===== src/rtl/mem_stage.sv =====
// mem_stage: memory-access stage of the 16-bit pipeline.
//
// Sits between EX/MEM and MEM/WB. Loads/stores (word or byte) go out over a
// registered req/ack handshake with variable latency. Upstream is stalled
// while an access is outstanding, and MEM/WB sees bubbles (REGWrite=0) while
// stalled and on faulted accesses.
//
// Handshake: mem_req_o rises at a clock edge together with stable
// mem_we_o/addr/wdata/be and holds them until the edge at which mem_ack_i is
// sampled high (or the access times out). mem_ack_i is only honoured while
// mem_req_o is high; mem_rdata_i is valid in the same cycle as mem_ack_i.
//
// Ports
//   clk, rst                  clock, synchronous active-high reset
//   i_*_M, i_ALU_out,
//   i_Store_data              EX/MEM controls, byte address, store data
//   o_*_M, o_ALU_out,
//   o_DMEM_out                write-back controls and data to MEM/WB
//   stall_o                   freezes PC, IF/ID, ID/EX, EX/MEM
//   mem_req_o ... mem_be_o    registered request to data memory
//   mem_rdata_i, mem_ack_i    response from data memory
//   fault_o                   one-cycle pulse in DONE for faulted accesses
//   dbg_state_o               current FSM state (0 IDLE, 1 BUSY, 2 DONE)
module mem_stage #(
   parameter int unsigned TIMEOUT = 255
) (
   input  logic        clk,
   input  logic        rst,
   input  logic        i_MemRead_M,
   input  logic        i_MemWrite_M,
   input  logic        i_Byte_M,
   input  logic        i_Signed_M,
   input  logic        i_REGWrite_M,
   input  logic        i_MEMtoReg_M,
   input  logic [4:0]  i_Write_Reg_M,
   input  logic [15:0] i_ALU_out,
   input  logic [15:0] i_Store_data,
   output logic        o_REGWrite_M,
   output logic        o_MEMtoReg_M,
   output logic [4:0]  o_Write_Reg_M,
   output logic [15:0] o_ALU_out,
   output logic [15:0] o_DMEM_out,
   output logic        stall_o,
   output logic        mem_req_o,
   output logic        mem_we_o,
   output logic [14:0] mem_addr_o,
   output logic [15:0] mem_wdata_o,
   output logic [1:0]  mem_be_o,
   input  logic [15:0] mem_rdata_i,
   input  logic        mem_ack_i,
   output logic        fault_o,
   output logic [1:0]  dbg_state_o
);

   typedef enum logic [1:0] {
      S_IDLE = 2'd0,
      S_BUSY = 2'd1,
      S_DONE = 2'd2
   } state_t;

   state_t      state_q;
   logic [7:0]  cnt_q;
   logic [15:0] data_q;
   logic        fault_q;

   logic        mem_op;
   logic        bad_op;
   logic [15:0] mem_wdata_d;
   logic [1:0]  mem_be_d;
   logic [7:0]  byte_sel;
   logic        byte_ext;
   logic [15:0] rdata_fmt_d;

   assign mem_op = i_MemRead_M | i_MemWrite_M;
   // Illegal (read and write together) or a word access on an odd address.
   assign bad_op = (i_MemRead_M & i_MemWrite_M) | (~i_Byte_M & i_ALU_out[0]);

   // Byte stores replicate the byte on both lanes; the enable picks the lane.
   assign mem_wdata_d = i_Byte_M ? {i_Store_data[7:0], i_Store_data[7:0]} : i_Store_data;
   assign mem_be_d    = i_Byte_M ? (i_ALU_out[0] ? 2'b10 : 2'b01) : 2'b11;

   // The registered byte enables identify the lane of the outstanding access.
   assign byte_sel    = (mem_be_o == 2'b10) ? mem_rdata_i[15:8] : mem_rdata_i[7:0];
   assign byte_ext    = i_Signed_M & byte_sel[7];
   assign rdata_fmt_d = (mem_be_o == 2'b11) ? mem_rdata_i : {{8{byte_ext}}, byte_sel};

   assign o_MEMtoReg_M  = i_MEMtoReg_M;
   assign o_Write_Reg_M = i_Write_Reg_M;
   assign o_ALU_out     = i_ALU_out;
   assign dbg_state_o   = state_q;

   always_comb begin
      stall_o      = 1'b0;
      o_REGWrite_M = i_REGWrite_M;
      o_DMEM_out   = 16'h0000;
      fault_o      = 1'b0;
      if (rst) begin
         o_REGWrite_M = 1'b0;
      end else begin
         case (state_q)
            S_IDLE: begin
               if (mem_op) begin
                  stall_o      = 1'b1;
                  o_REGWrite_M = 1'b0;
               end
            end
            S_BUSY: begin
               stall_o      = 1'b1;
               o_REGWrite_M = 1'b0;
            end
            S_DONE: begin
               o_DMEM_out = data_q;
               fault_o    = fault_q;
               if (fault_q) o_REGWrite_M = 1'b0;
            end
            default: ;
         endcase
      end
   end

   always_ff @(posedge clk) begin
      if (rst) begin
         state_q     <= S_IDLE;
         mem_req_o   <= 1'b0;
         mem_we_o    <= 1'b0;
         mem_addr_o  <= 15'h0000;
         mem_wdata_o <= 16'h0000;
         mem_be_o    <= 2'b00;
         cnt_q       <= 8'h00;
         data_q      <= 16'h0000;
         fault_q     <= 1'b0;
      end else begin
         case (state_q)
            S_IDLE: begin
               if (mem_op) begin
                  data_q <= 16'h0000;
                  cnt_q  <= 8'h00;
                  if (bad_op) begin
                     fault_q <= 1'b1;
                     state_q <= S_DONE;
                  end else begin
                     mem_req_o   <= 1'b1;
                     mem_we_o    <= i_MemWrite_M;
                     mem_addr_o  <= i_ALU_out[15:1];
                     mem_wdata_o <= mem_wdata_d;
                     mem_be_o    <= mem_be_d;
                     fault_q     <= 1'b0;
                     state_q     <= S_BUSY;
                  end
               end
            end
            S_BUSY: begin
               // An ack in the final allowed cycle wins over the timeout.
               if (mem_ack_i) begin
                  mem_req_o <= 1'b0;
                  mem_we_o  <= 1'b0;
                  if (!mem_we_o) data_q <= rdata_fmt_d;
                  state_q <= S_DONE;
               end else if (cnt_q == 8'(TIMEOUT - 1)) begin
                  mem_req_o <= 1'b0;
                  mem_we_o  <= 1'b0;
                  fault_q   <= 1'b1;
                  state_q   <= S_DONE;
               end else begin
                  cnt_q <= cnt_q + 8'd1;
               end
            end
            S_DONE: begin
               fault_q <= 1'b0;
               state_q <= S_IDLE;
            end
            default: state_q <= S_IDLE;
         endcase
      end
   end

endmodule


===== config.mk =====
export PLATFORM = sky130hd
export DESIGN_NAME = mem_stage
export DESIGN_NICKNAME = d
export VERILOG_FILES = /design/src/rtl/mem_stage.sv
export SDC_FILE = /design/constraint.sdc
export NUM_CORES = 1
export LEC_CHECK = 0
export BUFFER_PORTS_ARGS = -buffer_cell sky130_fd_sc_hd__buf_2
export CORE_MARGIN = 2
export CORE_UTILIZATION = 35
export DETAILED_ROUTE_END_ITERATION = 6
export HOLD_SLACK_MARGIN = 0.03
export PLACE_DENSITY = 0.71
export SYNTH_ARGS = -nofsm -noshare
export SYNTH_HDL_FRONTEND = slang
export SYNTH_SLANG_ARGS = --single-unit

===== constraint.sdc =====
create_clock -name clk -period 5.25 [get_ports clk]
set_input_delay 0.2625 -clock clk [delete_from_list [all_inputs] [get_ports clk]]
set_output_delay 0.2625 -clock clk [all_outputs]
set_load 0.01 [all_outputs]

# ---- After elaboration in Yosys (flattened, before gate mapping)
# Cells that the tools add are included.
dict set report op_classes {
  n_addsub 1
  mul 0
  n_div 0
  n_lt_le_gt_ge 0
  eq_ne 13
  shifts 0
  muxes 42
  bitwise_logic 7
  reduce_logical 9
}
# op n
set ops {}
lappend ops {{$mux 16} 7}
lappend ops {{$mux 8} 4}
lappend ops {{$pmux 16 s2} 1}
lappend ops {{$mux 1} 17}
lappend ops {{$pmux 8 s2} 1}
lappend ops {{$reduce_and 4->1} 4}
lappend ops {{$ne 2x2->1 const B} 7}
lappend ops {{$mux 2} 6}
lappend ops {{$add 8x1->8 const B} 1}
lappend ops {{$eq 8x8->1 const B} 1}
lappend ops {{$eq 2x2->1 const B} 3}
lappend ops {{$pmux 1 s2} 3}
lappend ops {{$pmux 1 s3} 2}
lappend ops {{$pmux 2 s2} 1}
lappend ops {{$and 1x1->1} 3}
lappend ops {{$ne 3x3->1 const B} 1}
lappend ops {{$reduce_and 3->1} 1}
lappend ops {{$reduce_bool 3->1} 1}
lappend ops {{$eq 2x1->1 const B} 1}
lappend ops {{$logic_not 2->1} 1}
lappend ops {{$not 1->1} 2}
lappend ops {{$or 1x1->1} 2}
lappend ops {{$reduce_and 2->1} 1}
lappend ops {{$reduce_bool 2->1} 1}
dict set report totals {
  regBits 62
  latchBits 0
  mem_bits_rw 0
  rom_bits 0
  in_bits 62
  output_inout_bits 78
  word_cells 81
  mem_count 0
}

# ---- Logic depth before layout (Yosys ltp)
# Gate-level depths: netlist of run 1.
dict set report depth {
  word_depth 7
  mapped_depth 8
  ltp_nobuf 6
}

# ---- Least setup slack after synthesis of run 1
# OpenSTA, ideal clock, no wires.
dict set report synth_timing {
  path_type {flip-flop to output port}
  from {register state_q[0] (netlist: dbg_state_o[0])}
  to {output port stall_o}
  arrival_time_ns 1.548
  t_required_ns 4.988
  slack_ns 3.440
  stages_incl_launch_ff 7
  path_buffers 3
  path_cell_list {dfxtp_1 -> ha_1 -> buf_4 -> clkbuf_1 -> clkbuf_1 -> nor2_1 -> nor2_1}
}
dict set report synth_via {
  elab_chain_cells 3
  word_cells_on_any_way 4
  cone_classes {eq/ne: 1; mux: 2; reduce/logical: 1}
}
# element line_no
set synth_lines {}
lappend synth_lines {{start: declaration} 61} ;# state_t state_q;
lappend synth_lines {{start signal: assignment} 123} ;# state_q <= S_IDLE;
lappend synth_lines {{start signal: assignment} 140} ;# state_q <= S_DONE;
lappend synth_lines {{start signal: assignment} 148} ;# state_q <= S_BUSY;
lappend synth_lines {{$eq 2x1->1 or $logic_not 2->1 (tied branches)} 100} ;# case (state_q)
lappend synth_lines {{$pmux 1 s2 (*)} 100}
lappend synth_lines {{$mux 1 (*)} 97} ;# if (rst) begin
lappend synth_lines {{end: declaration} 43} ;# output logic stall_o,
# Every way passes the cells marked *; elsewhere a longest branch is shown, timed or not.

# ---- Final worst setup path of run 1
dict set report layout_timing {
  from {register state_q[0] (netlist: dbg_state_o[0])}
  to {register data_q[10]}
}
dict set report layout_via {
  elab_chain_cells 3
  word_cells_on_any_way 8
  cone_classes {eq/ne: 4; mux: 1; reduce/logical: 3}
}
# element line_no
set layout_lines {}
lappend layout_lines {{$eq 2x1->1 or $logic_not 2->1 (tied branches)} 133} ;# case (state_q)
lappend layout_lines {{$ne 2x2->1 (no source line) or $reduce_bool 2->1 (tied branches)} --}
lappend layout_lines {{$reduce_and 4->1 (no source line)} --}
lappend layout_lines {{end signal: assignment} 157} ;# if (!mem_we_o) data_q <= rdata_fmt_d;
lappend layout_lines {{end: declaration} 63} ;# logic [15:0] data_q;
# Several ways; a longest one is shown, not always the timed one.
# A chain may end at the register's enable or synchronous reset.

==> run metrics, run 1 <==
Post-Syn Nets=445; first-pass GRT wire length=12600 um; fmax=0.384 GHz; Internal=0.000896 W; pin count of the biggest net entering global routing=54; CORE AREA=9110 sq um; Resized Gates After CTS=0; clock skew=0.0135 ns; RSZ-0062 raised after global routing=no; Req. time, crit path=5.51 ns; root buffer cell=clkbuf_8; Max rail drop VDD=0.000143 V; All-Layer GR Usage=15.7%; Max H-tree Level=3; final hold viol count=0; Critical-path top delay cell=ha_1; Finished Layout Cells=590; vias in the first global route=2707; antenna cells=0; Die Wd=100 um; total of max-cap violations=0; critical-path cell list=ha_1 -> inv_1 -> nor3_1 -> nand4_1 -> o2bb2ai_1; DRT met1 WL=3600 um; Initial Utilization=35.4%; global route total overflow=0; crit path time final=2.61 ns; worst setup path class=reg2reg; Final Util=43.3%; Least-Margin Pin Slew=1.01 ns; slew margin rel.=32.5%; synthesis-stage register bit count=62; Post-synth EDFFs=0; Critical Path Max Stage Delay=0.77 ns; Clock Path Buffers=2; Post-Layout Inst Area=3940 sq um; area grow syn2layout=22.2%; CTS tree=built; Leak=1.82 nW; Remaining DRCs=0; WL final=7900 um; Arrival @ worst endpoint=2.86 ns; detailed placement HPWL=5750 um; clock share of power=36.7%; dpl cells=574; synthesized area per cell=8.58 sq um; switching fraction of total power=29.6%; Synth Instances=376; Tcrit/Tclk final=49.6%; met2 WL=3730 um; drt via density=4.90; r2r setup slk=2.64 ns; Pre-Repair DR Iteration Count=4; Yosys Warn Count=0; Highest Signal Layer=met4; Final ANT Viol Nets=0; dominant synthesized flop cell=dfxtp_1; Setup Fix Bufs, Post-CTS=0; Post-Syn Area=3230 sq um; height of the die=100 um; fraction of layout cells with a size suffix above 1=35.5%; Area after DPL=3730 sq um; status=finished clean; crit-path max FO=25; RePlAce Congestion=0.822; WL per Instance=13.4 um; met3 wire len=453 um; register area share after synthesis=38.5%; Clock transition at path regs=0.07 ns; die area=10000 sq um; Worst setup EP type=flip-flop; via count=2892; most used cells in the layout excluding fill and tap cells=buf_2, nand2_1, dfxtp_1, a21oi_1, nor2_1; port bufs=127; Top Ports=140; fraction of registers with async set/reset=0%; initial antenna violation count=0; # rows=35; pwr dens=323 nW/um^2; combinational power share=21.8%; DRT iter0 DRCs=119; Final #Nets=543; setup TNS=0 ns; sequential power share=41.4%; # hold bufs at CTS=0; Setup-failing EPs final=0; Switching Power=0.000376 W; Worst Setup Start Kind=flip-flop; Worst Hold Class=in2reg; CTS sink count=62; Yosys cell types=52; number of buffers created by CTS=9; Worst-Skew Late Latency=0.33 ns; Final Slew Violations=0; most common cell after layout, fill and taps aside=buf_2
[critical path, delay by kind of cell (launching register included)]
family,cells,cell delay (ns)
buf+inv,1,0.24
flops,1,0.44
fa+ha+maj,1,0.77
simple gates,2,0.83
compound gates,1,0.24
[per-layer routing]
metal	track usage [%]	vias up
li1	-	1467
met1	19.8	1318
met2	25.8	94
met3	3.90	13
met4	6.11	0
met5	0	-
[per-stage QoR]
step	hold slack [ns]	worst slack [ns]	total power, W
2_1_floorplan	0.398	3.44	0.000743
3_3_place_gp	0.436	2.85	0.000810
3_5_place_dp	0.439	2.71	0.000818
4_1_cts	0.156	2.67	0.00129
5_1_grt	0.153	2.39	0.00135
6_report	0.175	2.64	0.00127
[sequential cells by signal, summed over array words and instances, names as in the netlist]
name / count
data_q: 16
dbg_state_o: 2
cnt_q: 8
mem_req_o: 1
mem_wdata_o: 16
fault_q: 1
mem_be_o: 2
mem_we_o: 1
mem_addr_o: 15
[worst paths after layout]
path,startpoint,end,cells past startpoint
worst max-delay path,dbg_state_o[0],data_q[10],5
worst max register to register,dbg_state_o[0],data_q[10],5
worst min-delay path,i_ALU_out[7],mem_addr_o[6],3
worst min register to register,mem_addr_o[0],mem_addr_o[0],2
[power groups by stage]
stage	Sequential (W)	Combinational [W]	Clock (W)
after global placement	0.000535	0.000274	0
after CTS	0.000527	0.000281	0.000480
final	0.000527	0.000277	0.000467
after global routing	0.000531	0.000309	0.000506
after floorplan	0.000549	0.000194	0
after detailed placement	0.000538	0.000280	0
[synthesized netlist by cell type, types with 4 or more instances]
cell / count / share of area [%]
nor2b_1: 4 / 0.78
buf_4: 26 / 6.0
nor2_1: 26 / 3.0
and2_1: 19 / 3.7
clkbuf_1: 9 / 1.0
nor3_1: 4 / 0.62
inv_1: 9 / 1.0
a21oi_1: 34 / 5.3
ha_1: 7 / 2.7
nand2_1: 67 / 7.8
mux2i_1: 10 / 3.1
nand3_1: 15 / 2.3
dfxtp_1: 62 / 38
o2bb2ai_1: 8 / 2.2
mux2_2: 9 / 3.1
a211oi_2: 9 / 3.5
nand4_1: 4 / 0.78
nand2b_1: 6 / 1.2
[kinds of logic after synthesis]
family / after synthesis / share of synthesized area [%]
buffers and inverters: 52 / 10.2
XOR/XNOR: 1 / 0.504
multiplexers: 19 / 6.24
adder cells (fa/ha/maj): 7 / 2.71
AND/OR/NAND/NOR: 156 / 22.9
flip-flops: 62 / 38.5
AO/OA/AOI/OAI: 79 / 19.0
[layout make-up]
class                           count  area (sq um)
Timing Repair Buffer              130           658
Tap cell                          111           139
Fill cell                         917          5160
Inverter                            9          33.8
Clock buffer                       12           145
Multi-Input combinational cell    262          1660
Sequential cell                    62          1240
Clock inverter                      4          70.1
(Power assumes the default switching activity.)
==> run 2: changes to the inputs <==
PLACE_DENSITY = 0.73   (was 0.71)
clock period = 2.34 ns   (was 5.25 ns; I/O delays follow)
==> run 2 against run 1 <==
Net effect: sequential share of layout area fell by 1.4 points; largest cell class unchanged; global-route usage is 1.1 points higher; setup slack got worse by 2.4 ns; total power is 110% higher.
==> run metrics, run 2 (same netlist as run 1, synthesis figures left out) <==
Req. time, crit path=2.22 ns (-3.29 ns); final setup margin=0.231 ns (-2.41 ns); sequential power share=43.4% (+2.0 points); area grow syn2layout=27.9%; total of max-cap violations=0 (unchanged); global route total overflow=0 (unchanged); Pre-Repair DR Iteration Count=4 (unchanged); WP depth=6 (+1); clock skew=0.00690 ns (-0.00656 ns); Final ANT Viol Nets=0 (unchanged); die area=10000 sq um (unchanged); Critical-path top delay cell=dfxtp_1; via count=2994 (+3.5%); crit-path max FO=9 (-64%); combinational power share=24.3% (+2.5 points); final hold viol count=0 (unchanged); most used cells in the layout excluding fill and tap cells=buf_2, nand2_1, dfxtp_1, a21oi_1, nor2_1; CTS tree=built; Leak=1.91 nW (+4.5%); WL per Instance=13.9 um (+3.5%); Least-Margin Pin Slew=0.552 ns (-0.459 ns); Final #Nets=565 (+4.1%); setup TNS=0 ns (unchanged); Worst-Skew Late Latency=0.33 ns (about the same); Worst setup EP type=output pin; first-pass GRT wire length=13500 um (+7.1%); # rows=35 (unchanged); CORE AREA=9110 sq um (unchanged); Die Wd=100 um (unchanged); number of buffers created by CTS=9 (unchanged); top flop regs=data_q (16), mem_wdata_o (16), mem_addr_o (15); fraction of layout cells with a size suffix above 1=35.3% (-0.16 points); CTS sink count=62 (unchanged); Internal=0.00188 W (+110%); Clock transition at path regs=0.07 ns (about the same); RSZ-0062 raised after global routing=no; Worst Setup Start Kind=flip-flop; DRT iter0 DRCs=100 (-16%); clock share of power=32.3% (-4.4 points); FF-to-FF path depth=7 (+2); detailed placement HPWL=6050 um (+5.3%); Setup-failing EPs final=0 (unchanged); height of the die=100 um (unchanged); Arrival @ worst endpoint=1.99 ns (-0.87 ns); slew margin rel.=63.2% (+31 points); most common cell after layout, fill and taps aside=buf_2; Worst Hold Class=in2reg; Initial Utilization=35.4% (unchanged); WL final=8480 um (+7.3%); Final Slew Violations=0 (unchanged); Switching Power=0.000847 W (+130%); fmax=0.474 GHz; RePlAce Congestion=0.860 (+4.6%); kind of cell adding the most delay to the critical path=flip-flops; Top Ports=140 (unchanged); Critical Path Max Stage Delay=0.44 ns (-0.33 ns); vias in the first global route=2841 (+5.0%); critical-path cell list=inv_1 -> ha_1 -> nor3b_2 -> buf_4 -> o311a_1 -> buf_2; worst setup path class=reg2out; port bufs=127 (unchanged); Hold Crit Depth=3 (unchanged); initial antenna violation count=0 (unchanged); pin count of the biggest net entering global routing=46 (-15%); crit path time final=2.11 ns; Max H-tree Level=3 (unchanged); Tcrit/Tclk final=90.1%; pwr dens=660 nW/um^2 (+100%); All-Layer GR Usage=16.8% (+1.1 points); Remaining DRCs=0 (unchanged); Clock Path Buffers=2 (unchanged); drt via density=4.89 (-0.19%); root buffer cell=clkbuf_8; r2r setup slk=0.32 ns (-2.32 ns); CP Buf/Inv Count=3 (+2); switching fraction of total power=31.1% (+1.5 points); Max rail drop VDD=0.000218 V (+53%); status=finished clean; pre-CTS setup slack=0.226 ns (-2.48 ns); antenna cells=0 (unchanged)
run 2: cell types whose count changed in the layout (fill, tap and decap cells not counted), sizes merged:
cell,delta
buf,+5
bufinv,-2
clkbuf,+1
clkinvlp,+1
dlygate4sd3,+17
run 2: through the flow:
| step | hold WS (ns) | power, W | instances | cell area [sq um] | util (%) |
|---|---|---|---|---|---|
| 3_3_place_gp | 0.234 | 0.00183 | 578 | 3760 | 41.3 |
| 4_1_cts | 0.0302 | 0.00276 | 611 | 4120 | 45.2 |
| 5_1_grt | 0.0302 | 0.00288 | 612 | 4130 | 45.3 |
| 6_report | 0.0467 | 0.00273 | 612 | 4130 | 45.3 |
| 3_5_place_dp | 0.234 | 0.00185 | 578 | 3760 | 41.3 |
| 2_1_floorplan | 0.253 | 0.00167 | 376 | 3230 | - |
run 2: path summary, 6_finish.rpt:
| kind | start | endpoint |
|---|---|---|
| hold / removal | i_Store_data[3] | mem_wdata_o[3] |
| setup reg to reg | dbg_state_o[0] | cnt_q[5] |
| setup / recovery | dbg_state_o[0] | o_REGWrite_M |
| hold reg to reg | data_q[0] | data_q[0] |
run 2: per-layer routing:
metal | track usage [%] | part of all wire, % | up-vias
li1 | - | - | 1513
met1 | 20.5 | 44 | 1377
met2 | 28.5 | 49 | 88
met3 | 4.04 | 5.1 | 16
met4 | 6.74 | 2.0 | 0
met5 | 0 | 0 | -
run 2: cell type report:
cell class,instances,area [sq um]
multi-input combinational,262,1660
clock inverter,3,17.5
inverter,9,33.8
sequential,62,1240
timing repair buffer,152,866
tap,111,139
fill,905,4980
clock buffer,13,169
run 2: worst reg2reg max path: stages, from the launching register on:
cell	delay, ns
dfxtp_1	0.44
inv_1	0.09
ha_1	0.32
nor3b_2	0.22
buf_4	0.17
or2_1	0.26
o41ai_1	0.29
and3_1	0.19
run 2: power by group through the flow:
stage,sequential (W),combinational (W),clock (W)
2_1_floorplan,0.00123,0.000436,0
3_3_place_gp,0.00120,0.000628,0
3_5_place_dp,0.00121,0.000642,0
4_1_cts,0.00118,0.000666,0.000911
5_1_grt,0.00119,0.000735,0.000954
6_report,0.00118,0.000662,0.000882
run 2: repair_timing:
action,CTS,global route
endpoints found under the setup margin,0,9
endpoints found under the hold margin,17,0
resized for setup,0,1
buffers inserted,0,1
hold buffers,17,0
==> run 3: changes to the inputs <==
==> constraint.sdc (replaced) <==
create_clock -name clk -period 2.34 [get_ports clk]
set_input_delay 0.234 -clock clk [delete_from_list [all_inputs] [get_ports clk]]
set_output_delay 0.234 -clock clk [all_outputs]
set_load 0.01 [all_outputs]
==> run 3 against run 2 <==
Net effect: sequential power is essentially flat; clock skew up 0.0031 ns; cell area decreased by 5.5%; critical path depth did not move; setup slack lost 0.057 ns; largest cell class unchanged; largest power group unchanged; highest routed layer unchanged.
==> run metrics, run 3 (same netlist as run 1, synthesis figures left out) <==
RePlAce Congestion=0.821 (-4.5%); Worst Hold Class=in2reg; Post-Layout Inst Area=3900 sq um (-5.5%); fraction of layout cells with a size suffix above 1=36.1% (+0.79 points); Area after DPL=3750 sq um (-0.20%); RSZ-0062 raised after global routing=no; clock skew=0.00999 ns (+0.00309 ns); vias in the first global route=2686 (-5.5%); Critical Path Max Stage Delay=0.42 ns (-0.02 ns); combinational power share=25.0% (+0.7 points); switching fraction of total power=31.7% (+0.67 points); first-pass GRT wire length=12600 um (-6.5%); Top Ports=140 (unchanged); slew margin rel.=59.6% (-3.6 points); CORE AREA=9110 sq um (unchanged); fillers=917 (+1.3%); crit-path max FO=11 (+2); port bufs=127 (unchanged); sequential power share=46.0% (+2.6 points); WL per Instance=13.9 um (+0.62%); CTS tree=built; Arrival @ worst endpoint=1.93 ns (-0.06 ns); Req. time, crit path=2.11 ns (-0.11 ns); dpl cells=577 (-0.17%); Final Util=42.8% (-2.5 points); Leak=1.81 nW (-5.3%); r2r startpoint=dbg_state_o[0]; Final #Nets=546 (-3.4%); pwr dens=659 nW/um^2 (-0.20%); final hold viol count=0 (unchanged); global route total overflow=0 (unchanged); height of the die=100 um (unchanged); Final ANT Viol Nets=0 (unchanged); All-Layer GR Usage=15.9% (-0.89 points); Setup-failing EPs final=0 (unchanged); setup TNS=0 ns (unchanged); status=finished clean; Max rail drop VDD=0.000256 V (+18%); Clock transition at path regs=0.06 ns (about the same); die area=10000 sq um (unchanged); root buffer cell=clkbuf_8; critical-path cell list=inv_1 -> ha_2 -> nor3b_1 -> buf_4 -> o311a_1 -> buf_2; Max H-tree Level=3 (unchanged); CP Buf/Inv Count=3 (unchanged); pin count of the biggest net entering global routing=45 (-2.2%); total power=0.00257 W (-5.7%); Worst setup EP type=output pin; antenna cells=0 (unchanged); Finished Layout Cells=590 (-3.6%); Final Slew Violations=0 (unchanged); Remaining DRCs=0 (unchanged); Die Wd=100 um (unchanged); top flop regs=data_q (16), mem_wdata_o (16), mem_addr_o (15); worst setup path class=reg2out; Setup Fix Bufs, Post-CTS=0 (unchanged); crit path time final=2.17 ns (+0.0569 ns); kind of cell adding the most delay to the critical path=buffers and inverters; most common cell after layout, fill and taps aside=buf_2; # rows=35 (unchanged); most used cells in the layout excluding fill and tap cells=buf_2, nand2_1, dfxtp_1, a21oi_1, nor2_1; Clock Path Buffers=2 (unchanged); Worst-Skew Late Latency=0.32 ns (about the same); Critical-path top delay cell=dfxtp_1; clock share of power=29.0% (-3.3 points); Switching Power=0.000815 W (-3.7%); # hold bufs at CTS=0 (-17); DRT iter0 DRCs=84 (-16%); Worst Setup Start Kind=flip-flop; Internal=0.00175 W (-6.7%); Tcrit/Tclk final=92.6% (+2.4 points); Initial Utilization=35.4% (unchanged); detailed placement HPWL=6120 um (+1.2%); fmax=0.462 GHz (-2.6%); total of max-cap violations=0 (unchanged); hold path start=i_ALU_out[15]; WL final=8230 um (-3.0%); Least-Margin Pin Slew=0.603 ns (+0.0507 ns); initial antenna violation count=0 (unchanged); CP startpoint=dbg_state_o[0]; Pre-Repair DR Iteration Count=5 (+1); number of buffers created by CTS=9 (unchanged); drt via density=5.02 (+2.7%); CTS sink count=62 (unchanged); via count=2963 (-1.0%); area grow syn2layout=20.8%
## run 3: final timing paths
check                                       to  slack, ns  cells after the start
worst min-delay path            mem_addr_o[14]       0.15                      3
worst max-delay path              o_REGWrite_M       0.17                      6
worst max register to register       data_q[8]       0.33                      6
worst min register to register   mem_addr_o[5]       0.45                      2
## run 3: power groups by stage
stage               registers [W]  clock network [W]  logic [W]
floorplan                 0.00123                  0   0.000436
global placement          0.00120                  0   0.000629
detailed placement        0.00121                  0   0.000640
CTS                       0.00118           0.000778   0.000643
global route              0.00119           0.000832   0.000707
finish                    0.00118           0.000745   0.000643
## run 3: per-layer routing
layer,vias to the layer above,track usage [%],part of all wire [%]
li1,1475,-,-
met1,1372,20.2,45
met2,106,25.4,47
met3,10,4.60,6.5
met4,0,6.32,1.2
met5,-,0,0
## run 3: repair_timing
item / 4_1_cts / 5_1_grt
pin swaps: 0 / 0
endpoints found under the setup margin: 15 / 1
gates resized for setup: 1 / 1
## run 3: area by class of cell
class                   count  area, sq um  area share, %
multi-input cells         262         1660           42.6
clock inverters             3         15.0          0.385
repair buffers            133          681           17.5
well taps                 111          139           3.56
inverters                   9         33.8          0.866
clock buffers              10          128           3.27
flip-flops and latches     62         1240           31.8
## run 3: metrics by stage
step / setup slack, ns / hold slack, ns
6_report: 0.174 / 0.155
5_1_grt: 0.0529 / 0.134
4_1_cts: 0.0790 / 0.131
3_5_place_dp: 0.261 / 0.441
3_3_place_gp: 0.401 / 0.440
2_1_floorplan: 0.538 / 0.370
## run 3: tightest hold or removal path, delay by kind of cell
kind / cells / cell delay [ns]
simple gates: 1 / 0.05
buf+inv: 1 / 0.10
compound gates: 1 / 0.05
